**config.mk**
```make
export PLATFORM = sky130hd
export DESIGN_NAME = fifo_push_packer_4w_flat
export DESIGN_NICKNAME = d
export VERILOG_FILES = /design/src/rtl/fifo_push_packer_4w_pkg.sv /design/src/rtl/fifo_push_packer_4w_if.sv /design/src/rtl/edff.sv /design/src/rtl/lane_compact4.sv /design/src/rtl/fifo_push_packer_4w.sv /design/src/flat_wrapper.sv
export SDC_FILE = /design/constraint.sdc
export NUM_CORES = 1
export LEC_CHECK = 0
export CORE_MARGIN = 3
export CORE_UTILIZATION = 24
export DETAILED_ROUTE_END_ITERATION = 8
export DONT_BUFFER_PORTS = 1
export PLACE_DENSITY = 0.38
export SETUP_SLACK_MARGIN = 0.3
export SLEW_MARGIN = 20
export SYNTH_ARGS = -nofsm -noshare
export SYNTH_HDL_FRONTEND = slang
export SYNTH_HIERARCHICAL = 1
export SYNTH_SLANG_ARGS = --single-unit
```
**constraint.sdc**
```tcl
create_clock -name clk -period 4.64 [get_ports clk]
set_clock_uncertainty 0.2 [all_clocks]
set_input_delay 0.464 -clock clk [delete_from_list [all_inputs] [get_ports clk]]
set_output_delay 0.464 -clock clk [all_outputs]
set_load 0.005 [all_outputs]
```
**src/rtl/fifo_push_packer_4w_pkg.sv**
```systemverilog
// Shared definitions for 4-write FIFO producers: lane count, staging count type,
// downstream space decode and push thermometer helpers.
package fifo_push_packer_4w_pkg;

  localparam int LANES = 4;

  typedef logic [2:0] cnt_t;

  // When several space flags assert, the most pessimistic one wins.
  function automatic cnt_t space_decode(input logic full,
                                        input logic left1,
                                        input logic left2,
                                        input logic left3);
    cnt_t s;
    if (full)       s = 3'd0;
    else if (left1) s = 3'd1;
    else if (left2) s = 3'd2;
    else if (left3) s = 3'd3;
    else            s = 3'd4;
    return s;
  endfunction

  function automatic logic [LANES-1:0] therm4(input cnt_t n);
    logic [LANES-1:0] t;
    case (n)
      3'd0:    t = 4'b0000;
      3'd1:    t = 4'b0001;
      3'd2:    t = 4'b0011;
      3'd3:    t = 4'b0111;
      default: t = 4'b1111;
    endcase
    return t;
  endfunction

endpackage

```
**src/rtl/fifo_push_packer_4w_if.sv**
```systemverilog
// Upstream beat and downstream 4-write FIFO signals of fifo_push_packer_4w.
// master = environment (upstream source + FIFO), slave = the packer.
interface fifo_push_packer_4w_if #(parameter int DWIDTH = 32);

  // Handshake: a beat transfers on a rising clk edge where in_valid && in_ready;
  // in_lane_vld/in_data* are only meaningful while in_valid is high, and the FIFO
  // captures inData_i on every edge where push_i is high.
  logic              in_valid;
  logic [3:0]        in_lane_vld;
  logic [DWIDTH-1:0] in_data0;
  logic [DWIDTH-1:0] in_data1;
  logic [DWIDTH-1:0] in_data2;
  logic [DWIDTH-1:0] in_data3;
  logic              in_ready;

  logic              push0;
  logic              push1;
  logic              push2;
  logic              push3;
  logic [DWIDTH-1:0] inData0;
  logic [DWIDTH-1:0] inData1;
  logic [DWIDTH-1:0] inData2;
  logic [DWIDTH-1:0] inData3;

  logic              fifo_full;
  logic              fifo_1left_to_full;
  logic              fifo_2left_to_full;
  logic              fifo_3left_to_full;

  modport master (
    output in_valid, in_lane_vld, in_data0, in_data1, in_data2, in_data3,
    output fifo_full, fifo_1left_to_full, fifo_2left_to_full, fifo_3left_to_full,
    input  in_ready, push0, push1, push2, push3,
    input  inData0, inData1, inData2, inData3
  );

  modport slave (
    input  in_valid, in_lane_vld, in_data0, in_data1, in_data2, in_data3,
    input  fifo_full, fifo_1left_to_full, fifo_2left_to_full, fifo_3left_to_full,
    output in_ready, push0, push1, push2, push3,
    output inData0, inData1, inData2, inData3
  );

endinterface

```
**src/rtl/edff.sv**
```systemverilog
// Enabled D flip-flop with asynchronous active-low reset to zero.
module edff #(
  parameter int W = 1
) (
  input  logic         clk,
  input  logic         rst_n,
  input  logic         en,
  input  logic [W-1:0] d,
  output logic [W-1:0] q
);

  always_ff @(posedge clk or negedge rst_n) begin
    if (!rst_n)  q <= '0;
    else if (en) q <= d;
  end

endmodule

```
**src/rtl/lane_compact4.sv**
```systemverilog
// Packs the valid lanes of a 4-lane beat into slots 0..k-1 in ascending lane
// order and reports k; unused slots read zero.
module lane_compact4
  import fifo_push_packer_4w_pkg::*;
#(
  parameter int DWIDTH = 32
) (
  input  logic [LANES-1:0]             mask,
  input  logic [LANES-1:0][DWIDTH-1:0] lane_data,
  output logic [LANES-1:0][DWIDTH-1:0] slot_data,
  output cnt_t                         count
);

  always_comb begin
    slot_data = '0;
    count     = '0;
    for (int l = 0; l < LANES; l++) begin
      if (mask[l]) begin
        slot_data[count[1:0]] = lane_data[l];
        count                 = count + 3'd1;
      end
    end
  end

endmodule

```
**src/rtl/fifo_push_packer_4w.sv**
```systemverilog
// Compacts sparse 4-lane beats into a staging buffer and drains it into a 4-write
// FIFO as thermometer pushes. Define FIFO_PUSH_PACKER_PERF_EN for the stall counter.
module fifo_push_packer_4w
  import fifo_push_packer_4w_pkg::*;
#(
  parameter int DWIDTH = 32
) (
  input  logic                  clk,
  input  logic                  rst_n,
  fifo_push_packer_4w_if.slave  bus,
  output logic [15:0]           stall_cnt
);

  logic [LANES-1:0][DWIDTH-1:0] lane_data;
  logic [LANES-1:0][DWIDTH-1:0] comp_data;
  logic [DWIDTH-1:0]            slot_q [LANES];
  logic [DWIDTH-1:0]            slot_d [LANES];
  logic [LANES-1:0]             slot_en;
  logic [LANES-1:0]             push;
  cnt_t                         comp_cnt;
  cnt_t                         cnt_q;
  cnt_t                         cnt_d;
  cnt_t                         space;
  cnt_t                         n;
  cnt_t                         rem;
  cnt_t                         src;
  logic                         accept;

  assign lane_data = {bus.in_data3, bus.in_data2, bus.in_data1, bus.in_data0};

  lane_compact4 #(.DWIDTH(DWIDTH)) u_compact (
    .mask      (bus.in_lane_vld),
    .lane_data (lane_data),
    .slot_data (comp_data),
    .count     (comp_cnt)
  );

  assign space = space_decode(bus.fifo_full, bus.fifo_1left_to_full,
                              bus.fifo_2left_to_full, bus.fifo_3left_to_full);
  assign n     = (cnt_q < space) ? cnt_q : space;
  assign rem   = cnt_q - n;

  // A new beat loads on the same edge the last staged entries leave.
  assign bus.in_ready = (rem == 3'd0);
  assign accept       = bus.in_valid && bus.in_ready;
  assign push         = therm4(n);

  always_comb begin
    slot_d  = slot_q;
    slot_en = '0;
    src     = '0;
    cnt_d   = accept ? comp_cnt : rem;
    for (int j = 0; j < LANES; j++) begin
      src = 3'(j) + n;
      if (accept) begin
        if (3'(j) < comp_cnt) begin
          slot_d[j]  = comp_data[j];
          slot_en[j] = 1'b1;
        end
      end else if (n != 3'd0 && src < 3'd4) begin
        slot_d[j]  = slot_q[src[1:0]];
        slot_en[j] = 1'b1;
      end
    end
  end

  edff #(.W(3)) u_cnt (
    .clk   (clk),
    .rst_n (rst_n),
    .en    (1'b1),
    .d     (cnt_d),
    .q     (cnt_q)
  );

  for (genvar g = 0; g < LANES; g++) begin : g_slot
    edff #(.W(DWIDTH)) u_slot (
      .clk   (clk),
      .rst_n (rst_n),
      .en    (slot_en[g]),
      .d     (slot_d[g]),
      .q     (slot_q[g])
    );
  end

  assign bus.push0   = push[0];
  assign bus.push1   = push[1];
  assign bus.push2   = push[2];
  assign bus.push3   = push[3];
  assign bus.inData0 = slot_q[0];
  assign bus.inData1 = slot_q[1];
  assign bus.inData2 = slot_q[2];
  assign bus.inData3 = slot_q[3];

`ifdef FIFO_PUSH_PACKER_PERF_EN
  logic [15:0] stall_q;

  // A cycle stalls whenever entries remain staged after this cycle's pushes.
  always_ff @(posedge clk or negedge rst_n) begin
    if (!rst_n)                                 stall_q <= '0;
    else if (rem != 3'd0 && stall_q != 16'hFFFF) stall_q <= stall_q + 16'd1;
  end

  assign stall_cnt = stall_q;
`else
  assign stall_cnt = 16'd0;
`endif

`ifdef ASSERT_ON
  a_push_therm: assert property (@(posedge clk) disable iff (!rst_n)
    push inside {4'b0000, 4'b0001, 4'b0011, 4'b0111, 4'b1111});
  a_cnt_max: assert property (@(posedge clk) disable iff (!rst_n)
    cnt_q <= 3'd4);
`endif

endmodule

```
**src/flat_wrapper.sv**
```systemverilog
// flat-port wrapper written by rule: the top's interface ports become plain ports
module fifo_push_packer_4w_flat import fifo_push_packer_4w_pkg::*;
#(
  parameter int DWIDTH = 32
)
  (clk, rst_n, stall_cnt, bus_in_valid, bus_in_lane_vld, bus_in_data0, bus_in_data1, bus_in_data2, bus_in_data3, bus_fifo_full, bus_fifo_1left_to_full, bus_fifo_2left_to_full, bus_fifo_3left_to_full, bus_in_ready, bus_push0, bus_push1, bus_push2, bus_push3, bus_inData0, bus_inData1, bus_inData2, bus_inData3);
  fifo_push_packer_4w_if #(.DWIDTH(DWIDTH)) bus_i ();
  input  logic clk;
  input  logic rst_n;
  output logic [15:0] stall_cnt;
  input wire logic [$bits(bus_i.in_valid)-1:0] bus_in_valid;
  input wire logic [$bits(bus_i.in_lane_vld)-1:0] bus_in_lane_vld;
  input wire logic [$bits(bus_i.in_data0)-1:0] bus_in_data0;
  input wire logic [$bits(bus_i.in_data1)-1:0] bus_in_data1;
  input wire logic [$bits(bus_i.in_data2)-1:0] bus_in_data2;
  input wire logic [$bits(bus_i.in_data3)-1:0] bus_in_data3;
  input wire logic [$bits(bus_i.fifo_full)-1:0] bus_fifo_full;
  input wire logic [$bits(bus_i.fifo_1left_to_full)-1:0] bus_fifo_1left_to_full;
  input wire logic [$bits(bus_i.fifo_2left_to_full)-1:0] bus_fifo_2left_to_full;
  input wire logic [$bits(bus_i.fifo_3left_to_full)-1:0] bus_fifo_3left_to_full;
  output wire logic [$bits(bus_i.in_ready)-1:0] bus_in_ready;
  output wire logic [$bits(bus_i.push0)-1:0] bus_push0;
  output wire logic [$bits(bus_i.push1)-1:0] bus_push1;
  output wire logic [$bits(bus_i.push2)-1:0] bus_push2;
  output wire logic [$bits(bus_i.push3)-1:0] bus_push3;
  output wire logic [$bits(bus_i.inData0)-1:0] bus_inData0;
  output wire logic [$bits(bus_i.inData1)-1:0] bus_inData1;
  output wire logic [$bits(bus_i.inData2)-1:0] bus_inData2;
  output wire logic [$bits(bus_i.inData3)-1:0] bus_inData3;
  assign bus_i.in_valid = bus_in_valid;
  assign bus_i.in_lane_vld = bus_in_lane_vld;
  assign bus_i.in_data0 = bus_in_data0;
  assign bus_i.in_data1 = bus_in_data1;
  assign bus_i.in_data2 = bus_in_data2;
  assign bus_i.in_data3 = bus_in_data3;
  assign bus_i.fifo_full = bus_fifo_full;
  assign bus_i.fifo_1left_to_full = bus_fifo_1left_to_full;
  assign bus_i.fifo_2left_to_full = bus_fifo_2left_to_full;
  assign bus_i.fifo_3left_to_full = bus_fifo_3left_to_full;
  assign bus_in_ready = bus_i.in_ready;
  assign bus_push0 = bus_i.push0;
  assign bus_push1 = bus_i.push1;
  assign bus_push2 = bus_i.push2;
  assign bus_push3 = bus_i.push3;
  assign bus_inData0 = bus_i.inData0;
  assign bus_inData1 = bus_i.inData1;
  assign bus_inData2 = bus_i.inData2;
  assign bus_inData3 = bus_i.inData3;
  fifo_push_packer_4w #(.DWIDTH(DWIDTH)) u_core (.clk(clk), .rst_n(rst_n), .bus(bus_i), .stall_cnt(stall_cnt));
endmodule
```
# == Word level (Yosys, flattened, before mapping) ==
# Cells that the tools add are included.
# op_classes
bitwise_logic,4
n_reduce_logical,19
n_mux,60
eq_ne,7
order_cmp,19
n_addsub,7
# op_table
operator,count
32-bit 2-to-1 mux,24
128-bit bitwise mux,3
128-bit 2-to-1 mux,3
32-bit binary-select mux with 2-bit select,4
32-bit demux with 2-bit select,3
3-bit 2-to-1 mux,9
4-bit one-hot mux with 4 select lines,1
1-bit 2-to-1 mux,13
"3-bit >= comparator, second input constant",4
"3-bit less-than comparator, second input constant",4
2-bit inverter with 3-bit output,4
3-bit AND reduction,4
"3-bit by 1-bit adder with 3-bit output, second input constant",3
1-bit logical AND,8
"2-bit != test, second input constant",4
2-bit nonzero test,4
"2-bit by 3-bit adder with 3-bit output, first input constant",2
"3-bit by 2-bit == test with 1-bit output, second input constant",2
"2-bit by 1-bit >= comparator with 1-bit output, second input constant",3
3-bit logical NOT,2
"1-bit by 3-bit less-than comparator with 1-bit output, first input constant",2
"2-bit by 3-bit less-than comparator with 1-bit output, first input constant",2
"2-bit by 3-bit less-than comparator with 1-bit output, second input constant",2
"1-bit by 3-bit adder with 3-bit output, first input constant",1
other kinds (5),5
# totals
inputBits,139
regBits,131
elab_cells,121

# == Longest topological paths before layout ==
# logic_depth
depth_word,13
mapped_depth,22
ltp_nobuf,15

# == Modules after synthesis ==
# The synthesis kept the hierarchy.
# by_module_without_submodules
module,cells_each,instances,area_each_um2,seq_area_each_um2
fifo_push_packer_4w,774,1,6253.5,0.0
edff at u_core.g_slot[0].u_slot ...,68,4,1345.0,800.8
lane_compact4,442,1,3326.9,0.0
edff at u_core.u_cnt,6,1,108.9,75.1

# == Worst setup path before layout ==
# Ideal clock, no wire load.
# synth_timing
kind,input port to flip-flop
from,input port bus_fifo_2left_to_full
to,register u_core.g_slot[0].u_slot.q[0]
required_time_ns,4.315
stages,22
setup_time_ns,0.125
setup_slack_ns,-0.962
arrival_time_ns,5.277
path_buffers,7
cell_sequence,or2_0 -> clkbuf_1 -> or3_1 -> ha_1 -> a21oi_1 -> nand2_1 -> a21oi_1 -> buf_2 -> buf_4 -> ha_1 -> inv_1 -> ha_1 -> nand3b_1 -> a2111oi_4 -> a21o_1 -> buf_4 -> mux2i_1 -> buf_2 -> inv_1 -> buf_6 -> buf_12 -> mux2_4
# synth_rtl
element,line,text
from (decl),flat_wrapper.sv:19,input wire logic [$bits(bus_i.fifo_2left_to_full)-1:0] bus_fifo_2left_to_full;
3-bit 2-to-1 mux (*),fifo_push_packer_4w_pkg.sv:17,else if (left2) s = 3'd2;
3-bit 2-to-1 mux (*),fifo_push_packer_4w_pkg.sv:16,else if (left1) s = 3'd1;
3-bit 2-to-1 mux (*),fifo_push_packer_4w_pkg.sv:15,if (full) s = 3'd0;
3-bit less-than comparator,fifo_push_packer_4w.sv:40,assign n = (cnt_q < space) ? cnt_q : space;
3-bit 2-to-1 mux (*),fifo_push_packer_4w.sv:40,
3-bit subtractor (tied with other cells),fifo_push_packer_4w.sv:41,assign rem = cnt_q - n;
3-bit logical NOT or 1-bit logical AND (tied branches),"fifo_push_packer_4w.sv:44, fifo_push_packer_4w.sv:60",
1-bit logical AND or 1-bit 2-to-1 mux (tied branches),"fifo_push_packer_4w.sv:45, fifo_push_packer_4w.sv:60",
1-bit 2-to-1 mux (*),fifo_push_packer_4w.sv:55,if (accept) begin
via u_core.slot_en[0],fifo_push_packer_4w.sv:18,logic [LANES-1:0] slot_en;
3-bit AND reduction (no source line) (*),n/a,
to (signal assigned),edff.sv:13,if (!rst_n) q <= '0;
to (signal assigned),edff.sv:14,else if (en) q <= d;
to (decl),edff.sv:9,output logic [W-1:0] q
# The timed path passes the listed nets; every way through them passes the cells marked *. The select of a mux whose other input is x is not followed.
# A chain may end at the register's enable or synchronous reset.

==> out/qor.csv <==
stage,metric,value,unit
synth,share of the synthesized area in the top cell type,21.8,%
synth,Syn Area/Cell,10.1,um^2
synth,number of synthesized flops with an enable pin,0,
synth,Post-Synth Adder-Cell Area,1.49,%
placement,DP Cell Count,2240,
setup_path,worst path bufs/invs,2,
clock_tree,Post-CTS Setup Bufs,0,
timing,Pins Over Slew Limit,0,
power_and_ir_drop,Combinational Power Share,73.6,%
setup_path,Setup crit end kind,register,
clock_tree,CTS tree,done,
synth,synthesis-stage register bit count,131,
floorplanning,Die Width,257,um
timing,setup violators final,0,
route,DRC viols,0,
placement,DP HPWL,43900,um
final_layout,most frequent cells in the layout,"inv_1, mux2i_1, dfrtp_1",
setup_path,crit-path leading delay family,simple AND/OR/NAND/NOR gates,
floorplanning,Ports,288,
synth,leading area contributor after synthesis,dfrtp_1,
route,remaining antenna violation count,0,
final_layout,Final Non-Filler Cells,2275,
power_and_ir_drop,NetSw,0.00680,W
synth,XOR/XNOR Fraction of Synth Area,0.232,%
synth,fraction of registers with async set/reset,100,%
setup_path,Max Fanout on Critical Path,14,
final_layout,"most common cell after layout, fill and taps aside",inv_1,
timing,TNS Setup,0,ps
floorplanning,Initial Util,24.3,%
clock_tree,CTS Buf Count,17,
global_route,initial antenna violation count,2,
synth,largest family of logic cells by synthesized area,multiplexers,
floorplanning,Core ar.,0.0619,mm^2
setup_path,worst stage delay on the critical path,410,ps
floorplanning,Rows,91,
clock_tree,post_cts resized,0,
timing,Worst-Margin Slew,1160,ps
synth,sequential share of the synthesized area,21.8,%
floorplanning,Die Y,257,um
final_layout,filler instances,6549,
route,TritonRoute pass-1 iters,7,
power_and_ir_drop,clock share of power,9.8,%
synth,multiplexer share of the synthesized area,38.1,%
timing,final hold viol count,0,
synth,Post-Syn Area,0.0151,mm^2
global_route,global route overflow,0,
setup_path,startpoint type of the worst setup path,input pin,
clock_tree,CTS Sinks,131,
setup_path,critical path class,input pin to register,
clock_tree,clock latency on the worst-skew pair,480,ps
synth,Synth Area in Compound Gates,17.7,%
timing,period utilization,88.3,%
power_and_ir_drop,Sw Share,47.2,%
final_layout,Final nets,1581,
outcome,outcome,completed,
clock_tree,Max clock buf depth,2,
synth,ys flop type,dfrtp_1,
setup_path,Worst EP required,4800,ps
timing,min Tclk post-route,4100,ps
global_route,GRT Resource Usage Total,20.3,%
global_route,first-pass GRT wire length,97500,um
synth,Post-Syn Instances,1494,
power_and_ir_drop,worst vdd ir,0.513,mV
route,via-per-instance ratio,5.58,
synth,"Distinct cells, synth",68,
clock_tree,Post-CTS Hold Buffers,2,
setup_path,R2R setup slack,720,ps
power_and_ir_drop,power density over the cells,867,mW/mm^2
synth,simple-gate share of the synthesized area,8.91,%
power_and_ir_drop,Internal,0.00760,W
route,Initial DRC Count,1036,
clock_tree,clock-pin slew on the worst setup and hold paths,60,ps
power_and_ir_drop,share of power burned in registers,16.6,%
clock_tree,Root Driver,clkbuf_16,
timing,Worst slew margin,22.4,%
global_route,vias in the first global route,12900,
synth,YS warnings,6,
hold_path,HP Class,input pin to register,
floorplanning,die area,0.0658,mm^2
setup_path,cells along the critical path,"or2_0, or3_4, ha_4, a21o_1, a21oi_1, or2_2, ha_4, nand3b_1, a2111oi_4, buf_4, a21oi_4, and2_2, buf_4, a221o_1, mux2_4",
job,Max-Cap Viols,0,
setup_path,CP arrival,4260,ps
timing,maximum clock rate,0.244,GHz
route,total length of routed wires,68100,um
placement,port bufs,0,
clock_tree,H-tree levels,4,
power_and_ir_drop,Leak,7.49,nW
final_layout,utilization after layout,26.8,%
synth,top post-synthesis cells by area,"dfrtp_1, mux2_4, mux2i_1",
setup_path,Crit-path slowest cell,or3_4,
global_route,pin count of the biggest net entering global routing,132,
timing,unrepaired setup endpoints after global routing,false,
final_layout,share of post-route cells with drive strength above 1,27.8,%
route,DR vias,12700,
placement,GP Congestion,0.754,
final_layout,area delta synth->final,10.3,%
route,Routed WL per cell,29.9,um
[worst min-delay path, cell delays in order]
cell	delay, ps
a22o_1	100
a32oi_1	80
o21ai_0	70
mux2_4	130
[final cells by class]
cell class / instances / area (um^2) / area share, %
clock buffers: 24 / 492 / 2.96
diodes: 1 / 2.50 / 0.0151
flip-flops and latches: 131 / 3280 / 19.7
inverters: 179 / 674 / 4.06
repair buffers: 66 / 743 / 4.47
multi-input cells: 1029 / 10300 / 62.0
well taps: 837 / 1050 / 6.30
clock inverters: 8 / 75.1 / 0.452
[cells in the mapped netlist, drive strengths merged (2+ instances only)]
library cell	count
mux2	199
inv	178
mux2i	161
dfrtp	131
buf	94
clkbuf	78
and3	66
mux4	64
nand2	41
o21ai	40
nand3	35
nand3b	34
nor3	34
a2bb2oi	33
a221o	32
a221oi	32
a22o	32
a22oi	32
a31oi	32
a32oi	32
o221ai	32
ha	18
a21o	7
nor2	7
a21oi	6
a211oi	5
and2	4
xnor2	4
nor3b	3
o211ai	3
or2	3
and3b	2
conb	2
nand2b	2
[state kept, by name (all words and copies together) (netlist names)]
| register | count |
|---|---|
| u_core/g_slot.u_slot/q | 128 |
| u_core/u_cnt/q | 3 |
[kinds of logic after synthesis]
| kind of cell | after synthesis |
|---|---|
| XOR/XNOR | 4 |
| other | 2 |
| AO/OA/AOI/OAI | 327 |
| flip-flops | 131 |
| adder cells (fa/ha/maj) | 18 |
| AND/OR/NAND/NOR | 237 |
| buffers and inverters | 351 |
| multiplexers | 424 |
[worst paths after layout]
kind | cells past startpoint | startpoint | endpoint
min reg2reg | 1 | u_core/g_slot[2].u_slot/q[22] | u_core/g_slot[2].u_slot/q[22]
max reg2reg | 13 | u_core/u_cnt/q[2] | u_core/g_slot[0].u_slot/q[28]
min in group asynchronous | 2 | rst_n | u_core/g_slot[1].u_slot/q[25]
min | 4 | bus_in_data3[19] | u_core/g_slot[3].u_slot/q[19]
max in group asynchronous | 2 | rst_n | u_core/g_slot[1].u_slot/q[9]
max | 15 | bus_fifo_2left_to_full | u_core/g_slot[0].u_slot/q[28]
[through the flow]
step | setup slack (ps) | total power [W] | hold slack (ps) | area (um^2)
2_1_floorplan | -169 | 0.0102 | -31.6 | 15300
3_3_place_gp | 62.1 | 0.0129 | -23.7 | 16000
3_5_place_dp | 51.0 | 0.0130 | -23.7 | 16000
4_1_cts | 522 | 0.0145 | 149 | 16600
5_1_grt | 379 | 0.0152 | 166 | 16600
6_report | 543 | 0.0144 | 197 | 16600
[power groups by stage]
stage                     Sequential (W)  Combinational (W)  Clock (W)
after floorplan                  0.00204            0.00814          0
after global placement           0.00240             0.0105          0
final                            0.00239             0.0106    0.00142
after detailed placement         0.00241             0.0106          0
after CTS                        0.00240             0.0106    0.00148
after global routing             0.00247             0.0112    0.00151
[routing by layer]
layer | wire length, um | up-vias | global-route usage (%) | share of wire [%]
met1 | 29000 | 6608 | 25.8 | 43
met3 | 4700 | 85 | 5.36 | 6.9
met2 | 32600 | 496 | 33.3 | 48
li1 | - | 5508 | - | -
met5 | 20 | - | 0 | 0.029
met4 | 1770 | 2 | 6.66 | 2.6
No activity file was read; power rests on OpenSTA's default activity.
